==> config.mk <==
export PLATFORM = sky130hd
export DESIGN_NAME = apb_master_bridge_flat
export DESIGN_NICKNAME = d
export VERILOG_FILES = /design/src/rtl/apb_master_bridge_if.sv /design/src/rtl/apb_master_bridge.sv /design/src/flat_wrapper.sv
export SDC_FILE = /design/constraint.sdc
export NUM_CORES = 1
export LEC_CHECK = 0
export ABC_AREA = 1
export CAP_MARGIN = 30
export CORE_UTILIZATION = 46
export CTS_BUF_LIST = sky130_fd_sc_hd__clkbuf_4
export CTS_CLUSTER_SIZE = 40
export DETAILED_ROUTE_END_ITERATION = 10
export PLACE_DENSITY = 0.87
export SLEW_MARGIN = 40
export SYNTH_ARGS = -nofsm -noshare
export SYNTH_HDL_FRONTEND = slang
export SYNTH_SLANG_ARGS = --single-unit
==> constraint.sdc <==
create_clock -name clk -period 8.22 [get_ports clk]
set_clock_uncertainty 0.2 [all_clocks]
set_input_delay 1.233 -clock clk [delete_from_list [all_inputs] [get_ports clk]]
set_output_delay 1.233 -clock clk [all_outputs]
set_load 0.01 [all_outputs]
==> src/rtl/apb_master_bridge_if.sv <==
// Signal bundle between a request/response client, the APB master bridge and an APB slave.
// The master modport is the bridge's view; the slave modport is the environment's view.
interface apb_master_bridge_if #(
  parameter int AW = 32,
  parameter int DW = 32,
  parameter int SW = DW / 8
);
  // Request channel
  logic          req_vld;
  logic          req_rdy;
  logic          req_wen;
  logic [AW-1:0] req_adr;
  logic [SW-1:0] req_sel;
  logic [DW-1:0] req_dtw;

  // Response channel
  logic          rsp_vld;
  logic          rsp_rdy;
  logic [DW-1:0] rsp_dtr;
  logic          rsp_err;

  // APB signal set
  logic          pstrb;
  logic          penable;
  logic          pwrite;
  logic [AW-1:0] paddr;
  logic [SW-1:0] psel;
  logic [DW-1:0] pwdata;
  logic [DW-1:0] prdata;
  logic          pready;
  logic          pslverr;

  modport master (
    input  req_vld, req_wen, req_adr, req_sel, req_dtw,
    input  rsp_rdy,
    input  prdata, pready, pslverr,
    output req_rdy,
    output rsp_vld, rsp_dtr, rsp_err,
    output pstrb, penable, pwrite, paddr, psel, pwdata
  );

  modport slave (
    output req_vld, req_wen, req_adr, req_sel, req_dtw,
    output rsp_rdy,
    output prdata, pready, pslverr,
    input  req_rdy,
    input  rsp_vld, rsp_dtr, rsp_err,
    input  pstrb, penable, pwrite, paddr, psel, pwdata
  );
endinterface

==> src/rtl/apb_master_bridge.sv <==
// Single-outstanding APB master: one valid/ready request becomes one SETUP/ACCESS
// sequence, with read data and error returned on a valid/ready response channel.
module apb_master_bridge #(
  parameter int AW = 32,
  parameter int DW = 32,
  parameter int SW = DW / 8,
  parameter int TO = 256
) (
  input  logic                  clk,
  input  logic                  rst,
  apb_master_bridge_if.master   bus
);

  localparam int CW = (TO > 0) ? $clog2(TO + 1) : 1;

  typedef enum logic [1:0] {
    ST_IDLE,
    ST_SETUP,
    ST_ACCESS,
    ST_RESP
  } state_e;

  state_e        state_q,    state_d;
  logic          pstrb_q,    pstrb_d;
  logic          penable_q,  penable_d;
  logic          rsp_vld_q,  rsp_vld_d;
  logic          pwrite_q,   pwrite_d;
  logic [AW-1:0] paddr_q,    paddr_d;
  logic [SW-1:0] psel_q,     psel_d;
  logic [DW-1:0] pwdata_q,   pwdata_d;
  logic [DW-1:0] rsp_dtr_q,  rsp_dtr_d;
  logic          rsp_err_q,  rsp_err_d;
  logic [CW-1:0] wait_cnt_q, wait_cnt_d;
  logic          timeout;

  always_comb begin
    // NOTE: every _d gets its hold value first, so no path through the case can infer a latch.
    state_d    = state_q;
    pstrb_d    = pstrb_q;
    penable_d  = penable_q;
    rsp_vld_d  = rsp_vld_q;
    pwrite_d   = pwrite_q;
    paddr_d    = paddr_q;
    psel_d     = psel_q;
    pwdata_d   = pwdata_q;
    rsp_dtr_d  = rsp_dtr_q;
    rsp_err_d  = rsp_err_q;
    wait_cnt_d = wait_cnt_q;

    // The edge that would bring the wait count up to TO ends the access.
    timeout = 1'b0;
    if (TO > 0) begin
      timeout = (wait_cnt_q == CW'(TO - 1)) && !bus.pready;
    end

    unique case (state_q)
      ST_IDLE: begin
        if (bus.req_vld) begin
          state_d  = ST_SETUP;
          pstrb_d  = 1'b1;
          pwrite_d = bus.req_wen;
          paddr_d  = bus.req_adr;
          psel_d   = bus.req_sel;
          pwdata_d = bus.req_dtw;
        end
      end

      ST_SETUP: begin
        state_d    = ST_ACCESS;
        penable_d  = 1'b1;
        wait_cnt_d = '0;
      end

      ST_ACCESS: begin
        if (bus.pready) begin
          state_d   = ST_RESP;
          pstrb_d   = 1'b0;
          penable_d = 1'b0;
          rsp_vld_d = 1'b1;
          rsp_dtr_d = pwrite_q ? '0 : bus.prdata;
          rsp_err_d = bus.pslverr;
        end else if (timeout) begin
          state_d   = ST_RESP;
          pstrb_d   = 1'b0;
          penable_d = 1'b0;
          rsp_vld_d = 1'b1;
          rsp_dtr_d = '0;
          rsp_err_d = 1'b1;
        end else begin
          wait_cnt_d = wait_cnt_q + 1'b1;
        end
      end

      ST_RESP: begin
        if (bus.rsp_rdy) begin
          state_d   = ST_IDLE;
          rsp_vld_d = 1'b0;
        end
      end

      default: state_d = ST_IDLE;
    endcase
  end

  // NOTE: sequential state uses non-blocking assignments so all flops update from the same pre-edge values.
  always_ff @(posedge clk or posedge rst) begin
    if (rst) begin
      state_q    <= ST_IDLE;
      pstrb_q    <= 1'b0;
      penable_q  <= 1'b0;
      rsp_vld_q  <= 1'b0;
      pwrite_q   <= 1'b0;
      paddr_q    <= '0;
      psel_q     <= '0;
      pwdata_q   <= '0;
      rsp_dtr_q  <= '0;
      rsp_err_q  <= 1'b0;
      wait_cnt_q <= '0;
    end else begin
      state_q    <= state_d;
      pstrb_q    <= pstrb_d;
      penable_q  <= penable_d;
      rsp_vld_q  <= rsp_vld_d;
      pwrite_q   <= pwrite_d;
      paddr_q    <= paddr_d;
      psel_q     <= psel_d;
      pwdata_q   <= pwdata_d;
      rsp_dtr_q  <= rsp_dtr_d;
      rsp_err_q  <= rsp_err_d;
      wait_cnt_q <= wait_cnt_d;
    end
  end

  // Ready is low while reset is held and rises as soon as it is released.
  assign bus.req_rdy = (state_q == ST_IDLE) && !rst;
  assign bus.rsp_vld = rsp_vld_q;
  assign bus.rsp_dtr = rsp_dtr_q;
  assign bus.rsp_err = rsp_err_q;
  assign bus.pstrb   = pstrb_q;
  assign bus.penable = penable_q;
  assign bus.pwrite  = pwrite_q;
  assign bus.paddr   = paddr_q;
  assign bus.psel    = psel_q;
  assign bus.pwdata  = pwdata_q;

endmodule
==> src/flat_wrapper.sv <==
// flat-port wrapper written by rule: the top's interface ports become plain ports
module apb_master_bridge_flat 
#(
  parameter int AW = 32,
  parameter int DW = 32,
  parameter int SW = DW / 8,
  parameter int TO = 256
)
  (clk, rst, bus_req_vld, bus_req_wen, bus_req_adr, bus_req_sel, bus_req_dtw, bus_rsp_rdy, bus_prdata, bus_pready, bus_pslverr, bus_req_rdy, bus_rsp_vld, bus_rsp_dtr, bus_rsp_err, bus_pstrb, bus_penable, bus_pwrite, bus_paddr, bus_psel, bus_pwdata);
  apb_master_bridge_if #(.AW(AW), .DW(DW), .SW(SW)) bus_i ();
  input  logic clk;
  input  logic rst;
  input wire logic [$bits(bus_i.req_vld)-1:0] bus_req_vld;
  input wire logic [$bits(bus_i.req_wen)-1:0] bus_req_wen;
  input wire logic [$bits(bus_i.req_adr)-1:0] bus_req_adr;
  input wire logic [$bits(bus_i.req_sel)-1:0] bus_req_sel;
  input wire logic [$bits(bus_i.req_dtw)-1:0] bus_req_dtw;
  input wire logic [$bits(bus_i.rsp_rdy)-1:0] bus_rsp_rdy;
  input wire logic [$bits(bus_i.prdata)-1:0] bus_prdata;
  input wire logic [$bits(bus_i.pready)-1:0] bus_pready;
  input wire logic [$bits(bus_i.pslverr)-1:0] bus_pslverr;
  output wire logic [$bits(bus_i.req_rdy)-1:0] bus_req_rdy;
  output wire logic [$bits(bus_i.rsp_vld)-1:0] bus_rsp_vld;
  output wire logic [$bits(bus_i.rsp_dtr)-1:0] bus_rsp_dtr;
  output wire logic [$bits(bus_i.rsp_err)-1:0] bus_rsp_err;
  output wire logic [$bits(bus_i.pstrb)-1:0] bus_pstrb;
  output wire logic [$bits(bus_i.penable)-1:0] bus_penable;
  output wire logic [$bits(bus_i.pwrite)-1:0] bus_pwrite;
  output wire logic [$bits(bus_i.paddr)-1:0] bus_paddr;
  output wire logic [$bits(bus_i.psel)-1:0] bus_psel;
  output wire logic [$bits(bus_i.pwdata)-1:0] bus_pwdata;
  assign bus_i.req_vld = bus_req_vld;
  assign bus_i.req_wen = bus_req_wen;
  assign bus_i.req_adr = bus_req_adr;
  assign bus_i.req_sel = bus_req_sel;
  assign bus_i.req_dtw = bus_req_dtw;
  assign bus_i.rsp_rdy = bus_rsp_rdy;
  assign bus_i.prdata = bus_prdata;
  assign bus_i.pready = bus_pready;
  assign bus_i.pslverr = bus_pslverr;
  assign bus_req_rdy = bus_i.req_rdy;
  assign bus_rsp_vld = bus_i.rsp_vld;
  assign bus_rsp_dtr = bus_i.rsp_dtr;
  assign bus_rsp_err = bus_i.rsp_err;
  assign bus_pstrb = bus_i.pstrb;
  assign bus_penable = bus_i.penable;
  assign bus_pwrite = bus_i.pwrite;
  assign bus_paddr = bus_i.paddr;
  assign bus_psel = bus_i.psel;
  assign bus_pwdata = bus_i.pwdata;
  apb_master_bridge #(.AW(AW), .DW(DW), .SW(SW), .TO(TO)) u_core (.clk(clk), .rst(rst), .bus(bus_i));
endmodule
# --- Word-level counts from Yosys, hierarchy flattened ---
# Index checks and enable logic that the tools add are counted.
word_totals:
  reg_bits: 116
  inputBits: 107
  output_inout_bits: 106
  wordCells: 58
classes:
  add_sub_neg: 1
  eq_ne: 9
  n_mux: 21
  reduce_logical: 16
op_table:
  columns: ["op", "n"]
  rows:
  - ["32-bit 2-to-1 mux", 3]
  - ["9-bit 2-to-1 mux", 2]
  - ["9-bit one-hot mux with 2 select lines", 1]
  - ["3-bit AND reduction", 4]
  - ["9-bit by 1-bit adder with 9-bit output (second input constant)", 1]
  - ["9-bit by 8-bit equality test with 1-bit output (second input constant)", 1]
  - ["2-bit 2-to-1 mux", 4]
  - ["2-bit != test (second input constant)", 4]
  - ["2-bit one-hot mux with 4 select lines", 1]
  - ["2-bit nonzero test", 4]
  - ["1-bit 2-to-1 mux", 7]
  - ["1-bit one-hot mux with 2 select lines", 3]
  - ["2-bit AND reduction", 3]
  - ["2-bit equality test (second input constant)", 2]
  - ["3-bit by 2-bit != test with 1-bit output (second input constant)", 1]
  - ["2-bit by 1-bit equality test with 1-bit output (second input constant)", 1]
  - ["1-bit logical AND", 2]
  - ["1-bit zero test", 2]
  - ["2-bit zero test", 1]

# --- Depth between registers and ports, before layout ---
# Gate-level depths: netlist of the first run.
logic_depth:
  word_depth: 5
  depth_mapped: 12
  ltp_nobuf: 12

# --- Worst setup path before layout of the first run ---
# No wires, ideal clock.
synth_path:
  kind: "input to output"
  startpoint: "input rst"
  endpoint: "output bus_req_rdy"
  arrival_ps: 1402
  required_ps: 6787
  path_slack_ps: 5385
  path_stages: 1
  path_buffers: 0
  cell_sequence: "nor2_1"
synth_between:
  elab_chain_cells: 2
synth_rtl:
  columns: ["item", "line", "source"]
  rows:
  - ["from (decl)", "flat_wrapper.sv:12", "input logic rst;"]
  - ["1-bit zero test (no line)", null, null]
  - ["1-bit logical AND", "apb_master_bridge.sv:135", "assign bus.req_rdy = (state_q == ST_IDLE) && !rst;"]
  - ["to (decl)", "flat_wrapper.sv:22", "output wire logic [$bits(bus_i.req_rdy)-1:0] bus_req_rdy;"]
# Every way passes these cells.

# --- Final worst setup path of the first run ---
# Same ends and word-level chain as after synthesis.

==> results of run 1 <==
-- worst max-delay path: stages --
cell and delay (ns):
clkdlybuf4s50_1 0.46, nor2_1 0.13, clkdlybuf4s50_1 0.54
-- cell families (layout without fill, tap and decap cells) --
logic type | after synthesis | after routing
buffers and inverters | 40 | 266
flip-flops | 116 | 116
multiplexers | 68 | 68
AO/OA/AOI/OAI | 47 | 47
AND/OR/NAND/NOR | 60 | 60
adder cells (fa/ha/maj) | 6 | 6
-- power breakdown --
| part | internal (mW) | total [mW] | leakage, nW | switching, mW |
|---|---|---|---|---|
| combinational | 0.709 | 1.20 | 1.47 | 0.491 |
| sequential | 0.821 | 0.953 | 1.43 | 0.132 |
| clock | 0.185 | 0.399 | 0.146 | 0.214 |
-- layout by cell type (no fill, tap or decap), drive strengths merged, types with 2 or more instances in the layout --
master,n
a21oi,2
a32o,32
bufinv,2
clkbuf,20
clkdlybuf4s50,212
clkinv,7
clkinvlp,2
dfrtp,116
ha,6
inv,22
mux2,68
nand2,35
nand3,6
nand4,5
nor2,13
o21ai,10
-- sequential cells by signal, indices dropped and copies added (netlist names) --
| register | count |
|---|---|
| u_core.wait_cnt_q | 9 |
| u_core.bus.penable | 1 |
| u_core.bus.rsp_vld | 1 |
| u_core.bus.pwrite | 1 |
| u_core.bus.pstrb | 1 |
| u_core.bus.paddr | 32 |
| u_core.bus.rsp_dtr | 32 |
| u_core.bus.rsp_err | 1 |
| u_core.bus.psel | 4 |
| u_core.bus.pwdata | 32 |
| u_core.state_q | 2 |
-- layer usage --
metal,part of all wire (%),wire (µm),vias to the layer above,global-route usage (%)
met4,1.9,222,0,10.1
met3,8.5,1010,23,8.07
li1,-,-,1640,-
met1,38,4450,1742,24.3
met2,52,6130,144,38.6
met5,0,0,-,0
-- metrics by stage --
stage,area (µm²),utilization (%),setup WS (ns)
final,7100,71.9,4.43
after floorplan,4700,-,3.71
after global routing,7100,71.9,4.37
after CTS,7100,71.9,4.42
after detailed placement,6830,69.3,4.43
after global placement,6820,69.1,4.42
-- layout make-up --
type	instances	area, µm²	area share (%)
tap	133	166	2.35
inverter	22	85.1	1.20
clock buffer	20	150	2.12
sequential	116	2900	40.9
timing repair buffer	213	2130	30.1
multi-input combinational	181	1550	21.8
clock inverter	11	113	1.59
-- worst max path at each step --
stage / endpoint / cells after the start / from
floorplan: u_core.bus.paddr[0]$_DFFE_PP0P_ / 1 / rst
global placement: bus_req_rdy / 3 / rst
detailed placement: bus_req_rdy / 3 / rst
finish: bus_req_rdy / 3 / rst
global route: bus_req_rdy / 3 / rst
CTS: bus_req_rdy / 3 / rst
==> results.tsv, run 1 <==
metric	value	unit
dp_hpwl	8450	µm
cp_data_required_time	6.79	ns
port_buffers	212	
grt_pass1_vias	3501	
timing.fmax	264	MHz
die-area	10600	µm²
holdBufCountCts	0	
tightest_slew	0.656	ns
syn_to_final_growth	50.8	%
clk_pin_slew	0.10	ns
cts_buffers	17	
insertion_delay	0.53	ns
io_pins	213	
synth_top_area_share	61.7	%
ys.flop_type	dfrtp_1	
grt_max_degree	72	
syn_avg_cell_area	14.0	µm²
ctsResizeCount	0	
syn_area	4700	µm²
antenna_cells	0	
gp_congestion	0.816	
muxShareOfSynthArea	16.8	%
reg2reg_slack	5.66	ns
period_share	46.1	%
p_per_area	360	nW/µm²
crit_arrival	2.36	ns
grt_usage	22.2	%
hold_viol_final	0	
setup-violations-final	0	
rsz0062_at_grt	false	
postSynthCellCount	337	
post-cts-setup-buffers	0	
cp-end-kind	output pin	
synthDistinctLibCells	24	
hold_path_depth	1	
status	complete, no violations	
path_class	in2out	
tns	0	ns
via_count	3549	
synth.net_count	450	
synth_most_common_cell	dfrtp_1	
hp-start	u_core.bus.rsp_dtr[26]$_DFFE_PP0P_	
r2r_end	u_core.bus.rsp_dtr[4]$_DFFE_PP0P_	
fin_crit	3.79	ns
power.leakage	3.05	nW
synthArstFlopShare	100	%
synth_compound_area_share	8.56	%
initial_core_util	47.7	%
vdd_drop_max	0.000164	V
grt_first_pass_wirelength	17400	µm
cts-root-buf	clkbuf_4	
rows	36	
synthTopCellsByCount	dfrtp_1 (116), mux2_2 (62), nand2_1 (33), a32o_1 (32), inv_1 (22)	
stdcell_count	696	
ant_nets	0	
ys_top_cells_by_area	dfrtp_1 (62%), mux2_2 (15%), a32o_1 (6.8%), nand2_1 (2.6%), clkbuf_8 (2.0%)	
dp_cells	665	
drive_above_1_share	19.2	%
clkSinkCount	116	
maxSlewViolCount	0	
synth_xor_area_share	0	%
yosysWarnings	0	
synthSimpleGateAreaFrac	5.74	%
nFillCells	684	
start_kind	input pin	
totalPowerFinal	2.55	mW
worstRegToRegCells	10	
cts_tree	built	
grt-ovfl-total	0	
worstHoldPathType	reg2reg	
drc	0	
synth_top_area_cell	dfrtp_1	
clk_path_buf_depth	2	
layout.nets	664	
relSlewSlack	56.1	%
fp.dieH	103	µm
coreArea	9860	µm²
synth-seq-cells	116	
wirelength	11800	µm
drt-pass1-iter-count	7	
antenna_found_initial	0	
whs	0.300	ns
yosysSeqAreaShare	61.7	%
min_to	u_core.bus.rsp_dtr[26]$_DFFE_PP0P_	
initialDrtViolationCount	81	
wl_per_cell	17.0	µm
die_w	103	µm
synthAdderAreaFrac	1.60	%
cp_max_fo	2	
worstReg2RegStart	u_core.wait_cnt_q[0]$_DFFE_PP0P_	
routed_via_density	5.10	
synth_edf_count	0	
synth_top_family_by_area	multiplexers	
maxCapViolCount	0	
cts_max_level	4	
Note: power is estimated with default switching activity, not from simulation.
==> run 2, diff against run 1 <==
--- a/config.mk
+++ b/config.mk
@@ -7,11 +7,11 @@
 export LEC_CHECK = 0
 export ABC_AREA = 1
 export CAP_MARGIN = 30
-export CORE_UTILIZATION = 46
+export CORE_UTILIZATION = 43
 export CTS_BUF_LIST = sky130_fd_sc_hd__clkbuf_4
 export CTS_CLUSTER_SIZE = 40
 export DETAILED_ROUTE_END_ITERATION = 10
-export PLACE_DENSITY = 0.87
+export PLACE_DENSITY = 0.83
 export SLEW_MARGIN = 40
 export SYNTH_ARGS = -nofsm -noshare
 export SYNTH_HDL_FRONTEND = slang
==> constraint.sdc (replaced) <==
create_clock -name clk -period 3.84 [get_ports clk]
set_clock_uncertainty 0.2 [all_clocks]
set_input_delay 0.576 -clock clk [delete_from_list [all_inputs] [get_ports clk]]
set_output_delay 0.576 -clock clk [all_outputs]
set_load 0.01 [all_outputs]
==> results.tsv, run 2 (synthesized netlist as in run 1, its figures left out) <==
metric	value	unit	change
power.leakage	3.09	nW	+1.2%
dp_hpwl	9100	µm	+7.8%
setup_ws	1.05	ns	-3.38 ns
r2r_end	u_core.bus.rsp_dtr[3]$_DFFE_PP0P_		
ctsResizeCount	0		unchanged
grt_usage	22.2	%	about the same
switching_share	32.2	%	-0.57 points
holdBufCountCts	0		unchanged
start_kind	register		
fin_crit	2.79	ns	
die-area	11400	µm²	+6.8%
pre_cts_ws	1.25	ns	-3.18 ns
nFillCells	766		+12%
wirelength	12300	µm	+4.3%
drt-pass1-iter-count	5		-2
syn_to_final_growth	53.2	%	
clk_path_buf_depth	2		unchanged
relSlewSlack	55.0	%	-1.1 points
rsz0062_at_grt	false		
seqPwrFrac	36.6	%	-0.7 points
maxCapViolCount	0		unchanged
drive_above_1_share	19.8	%	+0.61 points
layout.nets	667		+0.45%
status	complete, no violations		
cts_max_level	4		unchanged
initial_core_util	45.0	%	-2.7 points
tns	0	ns	unchanged
worstHoldPathType	in2async		
tightest_slew	0.672	ns	+0.0159 ns
clk_pin_slew	0.11	ns	about the same
totalPowerFinal	5.60	mW	+120%
worstRegToRegCells	10		unchanged
initialDrtViolationCount	193		+140%
hold_viol_final	0		unchanged
grt_max_degree	72		unchanged
cp-end-kind	output pin		
cts_tree	built		
grt-ovfl-total	0		unchanged
clkPwrFrac	17.5	%	+1.9 points
critPathLaunch	u_core.state_q[0]$_DFFE_PP0P_		
rows	37		+2.8%
cts_buffers	17		unchanged
insertion_delay	0.49	ns	-0.04 ns
grt_pass1_vias	3688		+5.3%
die_w	107	µm	+3.4%
final-seq-area	2900	µm²	unchanged
antenna_cells	0		unchanged
path_class	reg2out		
final_cell_mix	clkdlybuf4s50_1 (212), dfrtp_1 (116), mux2_2 (62)		
gp_congestion	0.751		-8.0%
reg2reg_slack	1.20	ns	-4.46 ns
p_per_area	778	nW/µm²	+120%
setup-violations-final	0		unchanged
worstReg2RegStart	u_core.wait_cnt_q[0]$_DFFE_PP0P_		
wl_per_cell	17.5	µm	+3.4%
p_comb_share	45.9	%	-1.1 points
period_share	72.7	%	
fp.dieH	107	µm	+3.4%
internal_power	3.80	mW	+120%
post-cts-setup-buffers	0		unchanged
drc	0		unchanged
final_common_cell	clkdlybuf4s50_1		
cts-root-buf	clkbuf_4		
stdcell_count	702		+0.86%
crit_arrival	2.02	ns	-0.34 ns
vdd_drop_max	0.000570	V	+250%
antenna_found_initial	0		unchanged
power.switching	1.80	mW	+120%
cp_max_fo	3		+1
io_pins	213		unchanged
maxSlewViolCount	0		unchanged
routed_via_density	5.14		+0.88%
ant_nets	0		unchanged
coreArea	10500	µm²	+6.1%
via_count	3611		+1.7%
port_buffers	212		unchanged
dp_cells	670		+0.75%
whs	0.241	ns	-0.0591 ns
grt_first_pass_wirelength	19100	µm	+9.5%
cp_data_required_time	3.06	ns	-3.73 ns
multi_input_area	1550	µm²	unchanged
timing.fmax	358	MHz	
clkSinkCount	116		unchanged
[run 2: worst max-delay path by stage]
stage / cells after the start / endpoint
2_1_floorplan: 1 / u_core.bus.paddr[0]$_DFFE_PP0P_
3_3_place_gp: 3 / u_core.bus.paddr[17]$_DFFE_PP0P_
3_5_place_dp: 10 / u_core.bus.rsp_dtr[19]$_DFFE_PP0P_
4_1_cts: 5 / bus_req_rdy
5_1_grt: 5 / bus_req_rdy
6_report: 5 / bus_req_rdy
[run 2: per-stage QoR]
step | utilization (%) | instance area (µm²)
floorplan | - | 4710
global placement | 65.5 | 6850
detailed placement | 65.6 | 6860
CTS | 68.6 | 7180
global route | 68.9 | 7210
finish | 68.9 | 7210
[run 2: per-layer routing]
layer / vias to the layer above / global-route usage [%] / part of all wire (%)
met3: 36 / 6.20 / 7.2
met4: 0 / 10.3 / 3.1
met2: 187 / 38.9 / 53
met1: 1755 / 25.0 / 37
met5: - / 0 / 0
li1: 1633 / - / -
[run 2: critical path, cell delays in order, from the launching register on]
cell,delay [ns]
dfrtp_1,0.41
inv_1,0.11
ha_1,0.28
inv_1,0.09
nor2_1,0.09
clkdlybuf4s50_1,0.54
[run 2: layout make-up]
cell class                      instances  share of cell area (%)
Inverter                               22                    1.20
Sequential cell                       116                    40.3
Timing Repair Buffer                  216                    30.3
Clock buffer                           18                    1.88
Clock inverter                         13                    2.53
Multi-Input combinational cell        181                    21.4
Tap cell                              136                    2.36
[run 2: power by group through the flow]
stage	combinational, mW	sequential [mW]	clock (mW)
3_5_place_dp	2.59	2.07	0
3_3_place_gp	2.53	2.04	0
5_1_grt	2.75	2.11	1.06
6_report	2.57	2.05	0.982
4_1_cts	2.60	2.05	1.01
2_1_floorplan	1.03	2.29	0
==> run 3, diff against run 2 <==
==> constraint.sdc (replaced) <==
create_clock -name clk -period 2.7 [get_ports clk]
set_clock_uncertainty 0.2 [all_clocks]
set_input_delay 0.405 -clock clk [delete_from_list [all_inputs] [get_ports clk]]
set_output_delay 0.405 -clock clk [all_outputs]
set_load 0.01 [all_outputs]
==> results.tsv, run 3 (synthesized netlist as in run 1, its figures left out) <==
metric	value	unit	change
status	complete, no violations		
pre_cts_ws	0.200	ns	-1.05 ns
cp_max_fo	12		+9
fin_crit	2.39	ns	
grt_first_pass_wirelength	19700	µm	+3.3%
cts_buffers	17		unchanged
setup_ws	0.307	ns	-0.740 ns
fp.dieH	107	µm	unchanged
syn_to_final_growth	54.5	%	
worstHoldPathType	in2async		
insertion_delay	0.51	ns	+0.02 ns
worstReg2RegStart	u_core.wait_cnt_q[0]$_DFFE_PP0P_		
final_cell_mix	clkdlybuf4s50_1 (211), dfrtp_1 (116), mux2_2 (62)		
dp_cells	674		+0.60%
initialDrtViolationCount	184		-4.7%
setup-violations-final	0		unchanged
drc	0		unchanged
multi_input_area	1540	µm²	about the same
final_common_cell	clkdlybuf4s50_1		
tightest_slew	0.565	ns	-0.107 ns
nFillCells	747		-2.5%
holdBufCountCts	0		unchanged
clk_pin_slew	0.10	ns	about the same
wirelength	12700	µm	+3.5%
die-area	11400	µm²	unchanged
rows	37		unchanged
grt_usage	23.2	%	+1.0 points
drt-pass1-iter-count	4		-1
die_w	107	µm	unchanged
gp_congestion	0.771		+2.7%
post-cts-setup-buffers	0		unchanged
hold_viol_final	0		unchanged
timing.fmax	418	MHz	
grt_pass1_vias	3874		+5.0%
initial_core_util	45.0	%	unchanged
crit_arrival	2.59	ns	+0.57 ns
p_per_area	1120	nW/µm²	+44%
final-seq-area	2900	µm²	unchanged
drive_above_1_share	19.8	%	+0.037 points
stdcell_count	707		+0.71%
cp_data_required_time	2.90	ns	-0.16 ns
grt-ovfl-total	0		unchanged
r2r_end	u_core.wait_cnt_q[0]$_DFFE_PP0P_		
start_kind	register		
period_share	88.6	%	
cp-end-kind	register		
fin_util	69.5	%	+0.59 points
coreArea	10500	µm²	unchanged
path_class	reg2reg		
ant_nets	0		unchanged
vdd_drop_max	0.000574	V	+0.71%
grt_max_degree	49		-32%
maxSlewViolCount	0		unchanged
cts_tree	built		
clk_path_buf_depth	2		unchanged
cts_max_level	4		unchanged
via_count	3551		-1.7%
maxCapViolCount	0		unchanged
clkSinkCount	116		unchanged
power.leakage	3.16	nW	+2.3%
io_pins	213		unchanged
antenna_found_initial	0		unchanged
relSlewSlack	62.3	%	+7.2 points
reg2reg_slack	0.31	ns	-0.89 ns
rsz0062_at_grt	false		
tns	0	ns	unchanged
cts-root-buf	clkbuf_4		
port_buffers	212		unchanged
dp_hpwl	9590	µm	+5.3%
layout.nets	670		+0.45%
worstRegToRegCells	12		+2
routed_via_density	5.02		-2.4%
wl_per_cell	18.0	µm	+2.8%
==> run 3: worst max-delay path, stage by stage, from the launching register on <==
cell and delay (ns):
dfrtp_1 0.42, ha_1 0.22, inv_1 0.09, nor2_1 0.08, nand3_1 0.11, nor2_1 0.06, ha_1 0.21, nor2_4 0.12
nor2_2 0.07, nor2_2 0.36, inv_1 0.17, nand2_1 0.08, o21ai_0 0.08
==> run 3: per-stage QoR <==
step / hold slack (ns) / instance area, µm² / power (mW)
5_1_grt: 0.0669 / 7270 / 8.54
3_3_place_gp: 0.274 / 6920 / 6.53
3_5_place_dp: 0.281 / 6920 / 6.69
2_1_floorplan: 0.272 / 4710 / 4.72
6_report: 0.0714 / 7270 / 8.11
4_1_cts: 0.0420 / 7260 / 8.18
==> run 3: metal layers <==
layer,track usage (%),routed length (µm),vias up
met4,9.39,242,0
met2,42.9,6990,135
met3,6.63,781,18
li1,-,-,1649
met5,0,0,-
met1,24.7,4730,1749
==> run 3: layout make-up <==
| cell class | instances | area share (%) |
|---|---|---|
| flip-flops and latches | 116 | 39.9 |
| repair buffers | 219 | 30.6 |
| multi-input cells | 181 | 21.2 |
| clock inverters | 12 | 2.55 |
| well taps | 136 | 2.34 |
| clock buffers | 20 | 2.07 |
| inverters | 22 | 1.19 |
| diodes | 1 | 0.0344 |
==> run 3: how the worst max path moves through the flow <==
stage                                startpoint                            endpoint  slack, ns  cells after the start
2_1_floorplan                               rst     u_core.bus.paddr[0]$_DFFE_PP0P_       0.68                      1
3_3_place_gp   u_core.wait_cnt_q[0]$_DFFE_PP0P_  u_core.bus.rsp_dtr[16]$_DFFE_PP0P_       0.34                     10
3_5_place_dp   u_core.wait_cnt_q[0]$_DFFE_PP0P_  u_core.bus.rsp_dtr[13]$_DFFE_PP0P_       0.20                     10
4_1_cts           u_core.state_q[1]$_DFFE_PP0P_                         bus_req_rdy       0.06                      5
5_1_grt        u_core.wait_cnt_q[0]$_DFFE_PP0P_  u_core.bus.rsp_dtr[13]$_DFFE_PP0P_       0.12                     10
6_report       u_core.wait_cnt_q[0]$_DFFE_PP0P_    u_core.wait_cnt_q[0]$_DFFE_PP0P_       0.31                     12
==> run 3: power breakdown <==
group / internal, mW / total [mW] / switching, mW
clock network: 0.847 / 1.47 / 0.623
registers: 2.50 / 2.92 / 0.421
logic: 2.20 / 3.72 / 1.52
total: 5.55 / 8.11 / 2.57
==> run 3: timing repair <==
action                                  CTS  global route
resized for setup                         0             3
endpoints found under the setup margin    0            34
endpoints found under the hold margin     0             0
